**config.mk**
```make
export PLATFORM = sky130hd
export DESIGN_NAME = cbus_arbiter_rr
export DESIGN_NICKNAME = d
export VERILOG_FILES = /design/src/rtl/cbus_arbiter_rr_pkg.sv /design/src/rtl/cbus_arbiter_rr_pick.sv /design/src/rtl/cbus_arbiter_rr.sv
export SDC_FILE = /design/constraint.sdc
export NUM_CORES = 1
export LEC_CHECK = 0
export CORE_AREA = 2 2 227 229
export CTS_CLUSTER_SIZE = 14
export DETAILED_ROUTE_END_ITERATION = 12
export DIE_AREA = 0 0 229 231
export GPL_TIMING_DRIVEN = 1
export PLACE_DENSITY = 0.37
export SYNTH_ARGS = -nofsm -noshare
export SYNTH_HDL_FRONTEND = slang
export SYNTH_SLANG_ARGS = --single-unit
```
**constraint.sdc**
```tcl
create_clock -name clk -period 1.6 [get_ports clk]
set_input_delay 0.32 -clock clk [delete_from_list [all_inputs] [get_ports clk]]
set_output_delay 0.32 -clock clk [all_outputs]
set_load 0.02 [all_outputs]
```
**src/rtl/cbus_arbiter_rr_pkg.sv**
```systemverilog
// rtl/cbus_arbiter_rr_pkg.sv - shared cache-bus types and arbiter policy enum
package cbus_arbiter_rr_pkg;

    typedef enum logic {
        ARB_FIXED = 1'b0,
        ARB_RR    = 1'b1
    } cbus_arb_mode_t;

    typedef enum logic {
        ST_IDLE = 1'b0,
        ST_BUSY = 1'b1
    } cbus_arb_state_t;

    typedef struct packed {
        logic        valid;
        logic        is_write;
        logic [2:0]  size;
        logic [31:0] addr;
        logic [7:0]  strobe;
        logic [63:0] data;
        logic [7:0]  len;
    } cbus_req_t;

    typedef struct packed {
        logic        ready;
        logic        last;
        logic [63:0] data;
    } cbus_resp_t;

    // Grant index width; a single channel still carries a 1-bit id.
    function automatic int gid_width(input int n);
        return (n > 1) ? $clog2(n) : 1;
    endfunction

endpackage

```
**src/rtl/cbus_arbiter_rr_pick.sv**
```systemverilog
// rtl/cbus_arbiter_rr_pick.sv - combinational rotating-base priority picker
module cbus_arbiter_rr_pick #(
    parameter int N = 2,
    parameter int W = 1
) (
    input  logic [N-1:0] valid,
    input  logic [W-1:0] base,
    output logic         found,
    output logic [W-1:0] index
);

    logic [N-1:0] rot;
    int           slot;

    // Rotate so that bit 0 is the channel at base; lowest set bit of rot wins.
    assign rot = N'({valid, valid} >> base);

    always_comb begin
        found = 1'b0;
        index = '0;
        slot  = 0;
        for (int k = N - 1; k >= 0; k--) begin
            if (rot[k]) begin
                found = 1'b1;
                slot  = int'(base) + k;
                if (slot >= N) begin
                    slot = slot - N;
                end
                index = W'(slot);
            end
        end
    end

endmodule

```
**src/rtl/cbus_arbiter_rr.sv**
```systemverilog
// rtl/cbus_arbiter_rr.sv - N-channel cache-bus arbiter with fixed or round-robin policy
module cbus_arbiter_rr
    import cbus_arbiter_rr_pkg::*;
#(
    parameter int             NUM_CH   = 2,
    parameter cbus_arb_mode_t ARB_MODE = ARB_FIXED,
    parameter int             CNT_W    = 32,
    localparam int            GID_W    = gid_width(NUM_CH)
) (
    input  logic             clk,
    input  logic             reset,
    input  cbus_req_t        ireqs  [NUM_CH],
    output cbus_resp_t       iresps [NUM_CH],
    output cbus_req_t        oreq,
    input  cbus_resp_t       oresp,
    output logic             busy,
    output logic [GID_W-1:0] grant_id,
    output logic [CNT_W-1:0] txn_count
);

    cbus_arb_state_t  state_q;
    cbus_arb_state_t  state_d;
    logic [NUM_CH-1:0] valid_vec;
    logic [GID_W-1:0] rr_ptr;
    logic [GID_W-1:0] pick_base;
    logic [GID_W-1:0] pick_idx;
    logic [GID_W-1:0] next_ptr;
    logic             pick_found;
    logic             done;

    always_comb begin
        valid_vec = '0;
        for (int i = 0; i < NUM_CH; i++) begin
            valid_vec[i] = ireqs[i].valid;
        end
    end

    assign pick_base = (ARB_MODE == ARB_RR) ? rr_ptr : '0;

    cbus_arbiter_rr_pick #(
        .N (NUM_CH),
        .W (GID_W)
    ) u_pick (
        .valid (valid_vec),
        .base  (pick_base),
        .found (pick_found),
        .index (pick_idx)
    );

    assign done     = (state_q == ST_BUSY) && oresp.ready && oresp.last;
    assign next_ptr = (grant_id == GID_W'(NUM_CH - 1)) ? '0 : grant_id + 1'b1;

    always_ff @(posedge clk or negedge reset) begin
        if (!reset) begin
            state_q <= ST_IDLE;
        end else begin
            state_q <= state_d;
        end
    end

    always_comb begin
        state_d = state_q;
        case (state_q)
            ST_IDLE: if (pick_found) state_d = ST_BUSY;
            ST_BUSY: if (done)       state_d = ST_IDLE;
            default:                 state_d = ST_IDLE;
        endcase
    end

    // Grant is latched only from IDLE, so it cannot move mid-burst.
    always_ff @(posedge clk or negedge reset) begin
        if (!reset) begin
            grant_id  <= '0;
            rr_ptr    <= '0;
            txn_count <= '0;
        end else begin
            if (state_q == ST_IDLE && pick_found) begin
                grant_id <= pick_idx;
            end
            if (done) begin
                txn_count <= txn_count + 1'b1;
                if (ARB_MODE == ARB_RR) begin
                    rr_ptr <= next_ptr;
                end
            end
        end
    end

    always_comb begin
        busy = (state_q == ST_BUSY);
        oreq = '0;
        if (busy) begin
            oreq = ireqs[grant_id];
        end
        for (int i = 0; i < NUM_CH; i++) begin
            iresps[i] = (busy && grant_id == GID_W'(i)) ? oresp : '0;
        end
    end

    // A granted master must hold valid until it has seen ready && last.
    granted_valid_held: assert property (
        @(posedge clk) disable iff (!reset) (state_q == ST_BUSY) |-> oreq.valid
    );

endmodule

```
[Yosys cells after proc, flatten, opt, wreduce, memory -nomap -nowiden]
Cells that the tools add are included.
Word-level totals
  flip-flop bits (word level): 34
  latch bits: 0
  bits in writable memories: 0
  ROM bits: 0
  logic and storage cells: 25
  memories: 0
Cells by class
  $add $sub $neg: 1
  $mul: 0
  div/mod/pow operators: 0
  magnitude comparators: 1
  eq/ne operators: 0
  shift operators: 0
  muxes and demuxes: 12
  bitwise operators: 3
  reductions and logical operators: 5
Operators by type and width (number)
  $mux W117: 4
  $mux W66: 2
  $add A32 B1 Y32 const B: 1
  $logic_and A1 B1 Y1: 5
  $mux W1: 5
  $ge A2 B2 Y1 const B: 1
  $not A1 Y1: 2
  $not A1 Y2: 1
  $pmux W1 S2: 1

[Longest topological paths before layout]
Gate-level depths: netlist of run 1.
  depth in word-level cells: 5
  mapped depth: 5

[By module]
Synthesis of run 1 repeated with hierarchy kept, for this count alone.
Second synthesis, totals
  cell total of the unflattened synthesis: 546
  area total of the unflattened synthesis: 4491.8 um^2
Modules (own cells, without submodules)
  cbus_arbiter_rr: times used 1, cells an instance 543, area each 4474.3 um^2
  cbus_arbiter_rr_pick: times used 1, cells an instance 3, area each 17.5 um^2

[Worst setup path after synthesis of run 1]
Ideal clock, no wire load.
  path type: reg2out
  start point: register grant_id
  end point: output port oreq[100] (netlist name)
  arrival: 1.530 ns
  required time: 1.280 ns
  path slack: -0.250 ns
  cell stages (with the launch flop): 6
  path through: dfrtp_1 clkbuf_1 clkbuf_1 buf_2 mux2i_1 nor2_1
RTL lines
  start: declaration: RTL line cbus_arbiter_rr.sv:17  | output logic [GID_W-1:0] grant_id,
  start signal: assignment: RTL line cbus_arbiter_rr.sv:78  | grant_id <= pick_idx;
  end: declaration: RTL line cbus_arbiter_rr.sv:14  | output cbus_req_t oreq,

==> results of run 1 <==
-- layer usage --
layer	global-route usage [%]	routed length, µm	up-vias
met5	0	0	-
met1	15.11	15510	3140
met2	23.43	19430	293
met4	1.867	423	0
li1	-	-	3287
met3	3.557	2736	21
-- repair_timing --
action | CTS | global route
pin swaps | 2 | 24
resized for setup | 546 | 662
cloned | 5 | 11
endpoints found under the hold margin | 0 | 0
buffers inserted | 15 | 41
setup endpoints to repair | 311 | 312
-- cells in the final DEF, fill, tap and decap left out, types with 5 or more instances in the layout --
master | Yosys | routed
and2_1 | 68 | 9
and2_2 | 0 | 13
and2_4 | 0 | 46
and3_1 | 70 | 57
and3_4 | 0 | 11
buf_12 | 0 | 32
buf_16 | 0 | 7
buf_2 | 12 | 24
buf_4 | 0 | 134
buf_6 | 0 | 115
buf_8 | 0 | 9
clkbuf_16 | 0 | 13
clkbuf_2 | 0 | 16
clkdlybuf4s15_2 | 0 | 11
clkdlybuf4s50_1 | 0 | 334
dfrtp_1 | 34 | 25
dfrtp_2 | 0 | 8
dlygate4sd2_1 | 0 | 41
mux2i_1 | 117 | 61
mux2i_2 | 0 | 38
mux2i_4 | 0 | 18
nand2_1 | 12 | 12
nand3_1 | 9 | 9
nand4_1 | 9 | 9
nor2_1 | 125 | 19
nor2_2 | 0 | 97
nor2_4 | 0 | 9
nor4_1 | 7 | 5
xnor2_1 | 19 | 19
xor2_1 | 12 | 12
-- worst max-delay path: stages (launching register included) --
cell     delay [ns]
dfrtp_4        0.50
buf_8          0.16
buf_4          0.14
nor2_4         0.09
buf_12         0.15
buf_12         0.13
buf_8          0.14
and2_4         0.15
buf_6          0.11
-- synth_stat cells (7+ instances only) --
cell / count
and2_1: 68
and3_1: 70
buf_2: 12
clkbuf_1: 36
dfrtp_1: 34
mux2i_1: 117
nand2_1: 12
nand3_1: 9
nand4_1: 9
nor2_1: 125
nor3_1: 7
nor4_1: 7
xnor2_1: 19
xor2_1: 12
-- logic make-up after synthesis --
group                    count (synthesis)
buffers and inverters                   55
adder cells (fa/ha/maj)                  1
multiplexers                           118
XOR/XNOR                                31
AO/OA/AOI/OAI                            2
flip-flops                              34
AND/OR/NAND/NOR                        316
-- cell type report --
type	instances	area (µm²)
clock inverter	2	10.01
timing repair buffer	737	7575
fill	5571	37150
sequential	34	864.6
multi-input combinational	468	4068
clock buffer	6	128.9
antenna	1	2.502
tap	680	850.8
inverter	5	31.28
-- worst max-delay path by stage --
stage	startpoint	end	slack, ns	cells past startpoint
detailed placement	oresp[65]	txn_count[26]	-0.62	6
floorplan	txn_count[0]	txn_count[28]	-0.13	5
global placement	oresp[65]	txn_count[28]	-0.65	6
finish	grant_id	iresps[66]	-0.57	8
CTS	grant_id	oreq[25]	-0.62	5
global route	grant_id	iresps[111]	-0.62	8
-- sequential cells by signal (all words and copies together) (netlist names) --
register / flops
txn_count: 32
grant_id: 1
busy: 1
-- metrics by stage --
stage | power (mW) | setup slack (ns) | instances | hold slack (ns) | cell area, µm²
finish | 10.64 | -0.5708 | 1933 | 0.4092 | 13530
global route | 11.17 | -0.6219 | 1932 | 0.4277 | 13530
CTS | 9.245 | -0.6223 | 1888 | 0.4192 | 12320
detailed placement | 8.299 | -0.6185 | 1860 | 0.4698 | 11940
global placement | 8.328 | -0.6472 | 1860 | 0.4667 | 11940
floorplan | 4.343 | -0.1332 | 557 | 0.02441 | 4642
-- power by group --
part	internal, mW	leakage (nW)	switching [mW]
logic	4.60	5.56	4.06
registers	0.946	0.434	0.0786
clock network	0.572	0.0706	0.376
total	6.12	6.06	4.52
==> metrics.txt, run 1 <==
outcome finished with violations; failing checks negative setup slack; post-synthesis compound-gate area fraction 0.2378%; CTS tree yes; Post-synth EDFFs 0; largest net degree at the start of global routing 41; RSZ-0062 raised after global routing yes; via/cell ratio 3.487; Max-Cap Viols 0; ANT nets after route 0; Worst EP required 1.28 ns; Crit Path Class reg -> out; Reg clk slew, reported paths 0.06 ns; layout cells sized above 1 49.92%; clk root buf clkbuf_16; port buffer count 584; Max VDD drop 372.7 µV; Unique masters post-synth 25; Final period util 135.7%; DRC viols 0; Setup crit end kind primary output; CTS Hold Bufs 0; GPL Wtd Cong 0.8421; top_reg_cell synth dfrtp_1; syn_area_per_cell 7.557 µm²; final worst setup slack -0.5708 ns; Max H-tree Level 2; clk_lat worst skew 0.28 ns; Post-layout nets 1554; Synth Cell Area 4209 µm²; Post-Route Utilization 26.70%; Total GRT Usage 12.81%; pwr dens 786.1 nW/µm²; DRT iter0 DRCs 188; router iterations before antenna repair 4; fin crit period 2.171 ns; Worst slew margin 73.80%; initial core utilization 8.305%; FP Rows 83; asr flop ratio synth 100.0%; DPL Wire Length 29440 µm; Die Y 231 µm; worst slew pin tran 0.3918 ns; Layout area overhead 221.5%; R2R depth 9; top-area cell type share of the netlist area 27.82%; crit path DAT 1.85 ns; vias in the first global route 6856; CP startpoint kind flip-flop; Slew Limit Fails 0; first-pass GRT wire length 50310 µm; Post-Syn Instances 557; Hold Fails Final Rpt 0; Post-Synth Adder-Cell Area 0.2973%; FF-to-FF Start busy; DR vias 6741; Ys Warns 0; Max Buffers Root-to-Sink 2; sequential share of the synthesized area 20.21%; main combinational cell family by area after synthesis simple AND/OR/NAND/NOR gates; Total Wirelength 38100 µm; total I/O pin count 585; largest cells by area after synthesis mux2i_1 (28%), dfrtp_1 (20%), nor2_1 (11%); core box area 50680 µm²; synthesized netlist net count 860; final setup TNS -108.57 ns; worst-path maximum fanout 6; grt ovf 0; die width 229 µm; Leakage 6.063 nW; post-synthesis register bit count 34; reg-to-reg setup timing slack -0.28 ns; Reg-to-Reg End txn_count[9]; full die area 52900 µm²; simple-gate area share of the yosys netlist 39.45%; Final setup violation count 307; initial antenna violation count 1; routed len/inst 19.71 µm; top cell type by total area after synthesis mux2i_1; XOR/XNOR Fraction of Synth Area 6.451%; min-delay worst type in -> async; Max Clk Rate 460.7 MHz; Clock Sinks 34; Clock Skews 0.007482 ns; mux cell area share after synthesis 28.09%; cts bufs inserted 5
(Power assumes the default switching activity.)
==> run 2: changes to the inputs <==
--- a/config.mk
+++ b/config.mk
@@ -5,10 +5,10 @@
 export SDC_FILE = /design/constraint.sdc
 export NUM_CORES = 1
 export LEC_CHECK = 0
-export CORE_AREA = 2 2 227 229
+export CORE_AREA = 2 2 224 226
 export CTS_CLUSTER_SIZE = 14
 export DETAILED_ROUTE_END_ITERATION = 12
-export DIE_AREA = 0 0 229 231
+export DIE_AREA = 0 0 226 228
 export GPL_TIMING_DRIVEN = 1
 export PLACE_DENSITY = 0.37
 export SYNTH_ARGS = -nofsm -noshare
==> constraint.sdc (replaced) <==
create_clock -name clk -period 2.1 [get_ports clk]
set_input_delay 0.42 -clock clk [delete_from_list [all_inputs] [get_ports clk]]
set_output_delay 0.42 -clock clk [all_outputs]
set_load 0.02 [all_outputs]
==> metrics.txt, run 2 (same netlist as run 1, synthesis figures left out) <==
Max VDD drop 286.6 µV (was 372.7 µV); router iterations before antenna repair 4 (unchanged); first-pass GRT wire length 47370 µm (was 50310 µm); most frequent cells in the layout clkdlybuf4s50_1 (333), buf_4 (136), nor2_1 (110), mux2i_1 (98), and3_1 (69) (was clkdlybuf4s50_1 (334), buf_4 (134), buf_6 (115), nor2_2 (97), mux2i_1 (61)); clk_lat worst skew 0.28 ns (about the same); final worst setup slack -0.1200 ns (was -0.5708 ns); Final setup violation count 26 (was 307); CTS tree yes (unchanged); fin crit period 2.220 ns; largest net degree at the start of global routing 39 (was 41); Slew Limit Fails 0 (unchanged); Post-layout nets 1474 (was 1554); most common cell after layout, fill and taps aside clkdlybuf4s50_1 (unchanged); GR Layer Usage met3 4.122% (was 3.557%); routed len/inst 18.79 µm (was 19.71 µm); Clock Skews 0.004475 ns (was 0.007482 ns); Final period util 105.7%; die width 226 µm (was 229 µm); Finished Layout Cells 1846 (was 1933); Worst EP required 1.68 ns (was 1.28 ns); Total GRT Usage 12.53% (was 12.81%); DP Worst Slack -0.2546 ns (was -0.6185 ns); core box area 49350 µm² (was 50680 µm²); Setup crit end kind primary output (unchanged); Max Clk Rate 450.5 MHz; Clock Sinks 34 (unchanged); Max H-tree Level 2 (unchanged); Finished Cell Area 11400 µm² (was 13530 µm²); Total Wirelength 34690 µm (was 38100 µm); Overall Power 6.990 mW (was 10.64 mW); Max Buffers Root-to-Sink 2 (unchanged); Largest Register txn_count (unchanged); ANT nets after route 0 (unchanged); crit-path cells buf_12 -> buf_16 -> buf_12 -> mux2i_1 -> nor2_1 -> buf_12 (was buf_8 -> buf_4 -> nor2_4 -> buf_12 -> buf_12 -> buf_8 -> and2_4 -> buf_6); Max-Cap Viols 0 (unchanged); grt ovf 0 (unchanged); FP Rows 82 (was 83); Die Y 228 µm (was 231 µm); total I/O pin count 585 (unchanged); via/cell ratio 3.470 (was 3.487); DR vias 6406 (was 6741); Buf/Inv on CP 4 (was 6); CP dominant cell by count buf_12; failing checks negative setup slack (unchanged); clk root buf clkbuf_16 (unchanged); layout cells sized above 1 32.51% (was 49.92%); min-delay worst type in -> async (unchanged); port buffer count 584 (unchanged); full die area 51530 µm² (was 52900 µm²); CP startpoint kind flip-flop (unchanged); GR Util met2 24.13% (was 23.43%); max incr delay on CP 0.51 ns (was 0.50 ns); GPL Wtd Cong 0.8657 (was 0.8421); Layout area overhead 170.8% (was 221.5%); DRT iter0 DRCs 178 (was 188); GR Util met1 13.61% (was 15.11%); # placed instances 1808 (was 1860); initial antenna violation count 6 (was 1); vias in the first global route 6503 (was 6856); Crit Path Class reg -> out (unchanged); outcome finished with violations (unchanged); Filler Cell Count 5542 (was 5571); DPL Wire Length 29730 µm (was 29440 µm); pwr dens 613.3 nW/µm² (was 786.1 nW/µm²); worst slew pin tran 0.4392 ns (was 0.3918 ns); DRC viols 0 (unchanged); Hold Fails Final Rpt 0 (unchanged); Largest register FFs 32 (unchanged); slowest stage cell, crit path dfrtp_4 (unchanged); Leakage 5.327 nW (was 6.063 nW); crit path DAT 1.80 ns (was 1.85 ns); Reg clk slew, reported paths 0.06 ns (about the same); Placed Area 11250 µm² (was 11940 µm²); cts bufs inserted 5 (unchanged); Worst slew margin 70.61% (was 73.80%); initial core utilization 8.529% (was 8.305%); delay-heaviest family, CP buffers and inverters (unchanged); RSZ-0062 raised after global routing yes (unchanged); tightest hold margin 0.4774 ns (was 0.4092 ns); worst-path maximum fanout 12 (was 6); GRT Max-Usage Layer met2 (unchanged)
-- run 2: cell type report --
class	count	area [µm²]	share of cell area, %
multi-input cells	468	3322	29.15
diodes	2	5.005	0.04391
flip-flops and latches	34	855.8	7.509
repair buffers	657	6182	54.24
clock buffers	5	125.1	1.098
clock inverters	3	45.04	0.3952
inverters	5	21.27	0.1866
well taps	672	840.8	7.377
-- run 2: final timing paths --
kind / startpoint / endpoint / slack (ns) / cells after the start
max: grant_id / oreq[6] / -0.12 / 6
min: reset / txn_count[26] / 0.48 / 2
max reg2reg: txn_count[3] / txn_count[31] / 0.27 / 5
min reg2reg: txn_count[31] / txn_count[31] / 0.48 / 1
max in group asynchronous: reset / txn_count[19] / 1.12 / 3
min in group clk: txn_count[31] / txn_count[31] / 0.48 / 1
-- run 2: per-stage QoR --
| step | setup TNS (ns) | util [%] |
|---|---|---|
| floorplan | 0 | - |
| global placement | -14.23 | 22.79 |
| detailed placement | -15.45 | 22.79 |
| CTS | -7.847 | 22.68 |
| global route | -7.503 | 23.08 |
| finish | -0.9553 | 23.09 |
-- run 2: where the power goes --
group / switching (mW) / internal, mW / total, mW
registers: 0.0789 / 0.713 / 0.792
clock network: 0.296 / 0.559 / 0.856
logic: 2.69 / 2.65 / 5.34
total: 3.07 / 3.92 / 6.99
-- run 2: metal layers --
layer / up-vias / wire, µm
met2: 323 / 18300
met4: 2 / 202
met5: - / 13
li1: 3115 / -
met3: 15 / 3080
met1: 2951 / 13090
-- run 2: repair_timing --
item	CTS	global route
pin swaps	2	9
endpoints found under the setup margin	240	215
resized for setup	679	273
hold buffers	0	0
buffers inserted	14	10
cloned	3	2
==> run 3: changes to the inputs <==
--- a/config.mk
+++ b/config.mk
@@ -5,12 +5,12 @@
 export SDC_FILE = /design/constraint.sdc
 export NUM_CORES = 1
 export LEC_CHECK = 0
-export CORE_AREA = 2 2 224 226
+export CORE_AREA = 2 2 229 231
 export CTS_CLUSTER_SIZE = 14
 export DETAILED_ROUTE_END_ITERATION = 12
-export DIE_AREA = 0 0 226 228
+export DIE_AREA = 0 0 231 233
 export GPL_TIMING_DRIVEN = 1
-export PLACE_DENSITY = 0.37
+export PLACE_DENSITY = 0.36
 export SYNTH_ARGS = -nofsm -noshare
 export SYNTH_HDL_FRONTEND = slang
 export SYNTH_SLANG_ARGS = --single-unit
==> constraint.sdc (replaced) <==
create_clock -name clk -period 2.8 [get_ports clk]
set_input_delay 0.56 -clock clk [delete_from_list [all_inputs] [get_ports clk]]
set_output_delay 0.56 -clock clk [all_outputs]
set_load 0.02 [all_outputs]
==> metrics.txt, run 3 (same netlist as run 1, synthesis figures left out) <==
Layout area overhead 167.1% (was 170.8%); tightest hold margin 0.4696 ns (was 0.4774 ns); delay-heaviest family, CP buffers and inverters (unchanged); final setup TNS 0 ns (was -0.9553 ns); DRT iter0 DRCs 185 (was 178); sequential share of power 12.2% (was 11.3%); clk root buf clkbuf_16 (unchanged); crit-path cells buf_12 -> buf_4 -> mux2i_1 -> nor2_1 -> clkdlybuf4s50_1 (was buf_12 -> buf_16 -> buf_12 -> mux2i_1 -> nor2_1 -> buf_12); router iterations before antenna repair 5 (was 4); FF-to-FF Start busy (was txn_count[3]); clk_lat worst skew 0.28 ns (about the same); Max Buffers Root-to-Sink 2 (unchanged); Setup crit end kind primary output (unchanged); R2R depth 5 (unchanged); Largest register FFs 32 (unchanged); outcome finished clean (was finished with violations); Largest Register txn_count (unchanged); Worst EP required 2.24 ns (was 1.68 ns); Max-Cap Viols 0 (unchanged); DRC viols 0 (unchanged); DR vias 6204 (was 6406); Leakage 4.686 nW (was 5.327 nW); worst-path maximum fanout 20 (was 12); pwr dens 437.7 nW/µm² (was 613.3 nW/µm²); Clock Sinks 34 (unchanged); Final setup violation count 0 (was 26); grt ovf 0 (unchanged); Final period util 97.36%; Logic pwr share 77.1% (was 76.4%); max incr delay on CP 0.65 ns (was 0.51 ns); Max Used Layer met5 (unchanged); Slew Limit Fails 0 (unchanged); FP Rows 83 (was 82); Post-layout nets 1423 (was 1474); most frequent cells in the layout clkdlybuf4s50_1 (554), nor2_1 (124), mux2i_1 (116), and3_1 (70), and2_1 (68) (was clkdlybuf4s50_1 (333), buf_4 (136), nor2_1 (110), mux2i_1 (98), and3_1 (69)); net switching power 2.158 mW (was 3.066 mW); met3 wire length 3577 µm (was 3080 µm); Max VDD drop 188.9 µV (was 286.6 µV); cts bufs inserted 5 (unchanged); Total GRT Usage 12.05% (was 12.53%); total I/O pin count 585 (unchanged); DPL Wire Length 30310 µm (was 29730 µm); GPL Wtd Cong 0.8122 (was 0.8657); Worst Hold End txn_count[31]; via/cell ratio 3.439 (was 3.470); worst slew pin tran 0.4997 ns (was 0.4392 ns); Crit. path cell count 5 (was 6); Clock Skews 0.007346 ns (was 0.004475 ns); CP startpoint kind flip-flop (unchanged); Internal Power 2.762 mW (was 3.924 mW); Max Clk Rate 366.8 MHz; routed len/inst 19.25 µm (was 18.79 µm); Overall Power 4.920 mW (was 6.990 mW); Crit Path Class reg -> out (unchanged); initial antenna violation count 13 (was 6); Metal-1 WL 11930 µm (was 13090 µm); Total Wirelength 34730 µm (was 34690 µm); RSZ-0062 raised after global routing no (was yes); layout cells sized above 1 6.250% (was 32.51%); largest net degree at the start of global routing 92 (was 39); Sw Share 43.87% (was 43.86%); Reg clk slew, reported paths 0.06 ns (about the same); Clock Power Share 10.7% (was 12.2%); fin crit period 2.726 ns; most common cell after layout, fill and taps aside clkdlybuf4s50_1 (unchanged); Die Y 233 µm (was 228 µm); full die area 53820 µm² (was 51530 µm²); Max H-tree Level 2 (unchanged); die width 231 µm (was 226 µm); initial core utilization 8.238% (was 8.529%); first-pass GRT wire length 46950 µm (was 47370 µm); slowest stage cell, crit path clkdlybuf4s50_1 (was dfrtp_4); reg-to-reg setup timing slack 0.78 ns (was 0.27 ns); Worst slew margin 66.69% (was 70.61%); CTS tree yes (unchanged); vias in the first global route 6343 (was 6503); port buffer count 584 (unchanged); Hold Fails Final Rpt 0 (unchanged); Worst Hold Depth 1; hold_sp txn_count[31]; Reg-to-Reg End txn_count[24] (was txn_count[31]); ANT nets after route 0 (unchanged); core box area 51090 µm² (was 49350 µm²); crit path DAT 2.17 ns (was 1.80 ns); metal2 WL 18680 µm (was 18300 µm); min-delay worst type reg -> reg (was in -> async); Buf/Inv on CP 3 (was 4)
run 3: cell count changes in the layout (fill, tap and decap cells not counted), moves of 12 or more:
cell,before,now
and2_1,55,68
and2_4,13,0
buf_12,34,22
buf_2,47,0
buf_4,136,28
buf_6,30,1
clkbuf_2,59,0
clkdlybuf4s50_1,333,554
mux2i_1,98,116
mux2i_2,16,1
nor2_1,110,124
nor2_2,13,0
run 3: layout make-up:
type	instances	area (µm²)
fill	5736	39850
tap	680	850.8
clock inverter	2	10.01
inverter	5	21.27
timing repair buffer	606	6220
clock buffer	5	125.1
antenna	4	10.01
sequential	34	855.8
multi-input combinational	468	3148
run 3: repair_timing:
action / CTS / global route
pin swaps: 1 / 1
setup endpoints to repair: 2 / 8
endpoints found under the hold margin: 0 / 0
gates resized for setup: 0 / 3
setup buffers: 0 / 2
hold buffers: 0 / 0
run 3: worst max path at each step:
stage / startpoint / endpoint / slack, ns
2_1_floorplan: grant_id / oreq[100] / 0.71
3_3_place_gp: ireqs[214] / oreq[97] / 0.02
3_5_place_dp: ireqs[214] / oreq[97] / 0.02
4_1_cts: grant_id / iresps[91] / 0.005
5_1_grt: grant_id / iresps[128] / 0.008
6_report: grant_id / oreq[30] / 0.07
run 3: routing by layer:
layer  vias to the layer above  GRT usage, %
li1                       3012             -
met1                      2845         11.80
met2                       300         23.73
met3                        31         5.074
met4                        16         1.774
met5                         -             0
run 3: power by group through the flow:
stage / registers, mW / logic, mW / clock network [mW]
3_5_place_dp: 0.612 / 3.86 / 0
5_1_grt: 0.610 / 4.00 / 0.566
2_1_floorplan: 0.634 / 1.65 / 0
4_1_cts: 0.604 / 3.86 / 0.553
6_report: 0.601 / 3.79 / 0.528
3_3_place_gp: 0.611 / 3.86 / 0
run 3: metrics by stage:
stage / instance area, µm² / instances / setup slack (ns) / utilization [%]
2_1_floorplan: 4209 / 557 / 0.7101 / -
3_3_place_gp: 11070 / 1791 / 0.02496 / 21.67
3_5_place_dp: 11070 / 1791 / 0.02420 / 21.67
4_1_cts: 11210 / 1798 / 0.005488 / 21.93
5_1_grt: 11230 / 1800 / 0.008115 / 21.98
6_report: 11240 / 1804 / 0.07380 / 22.00
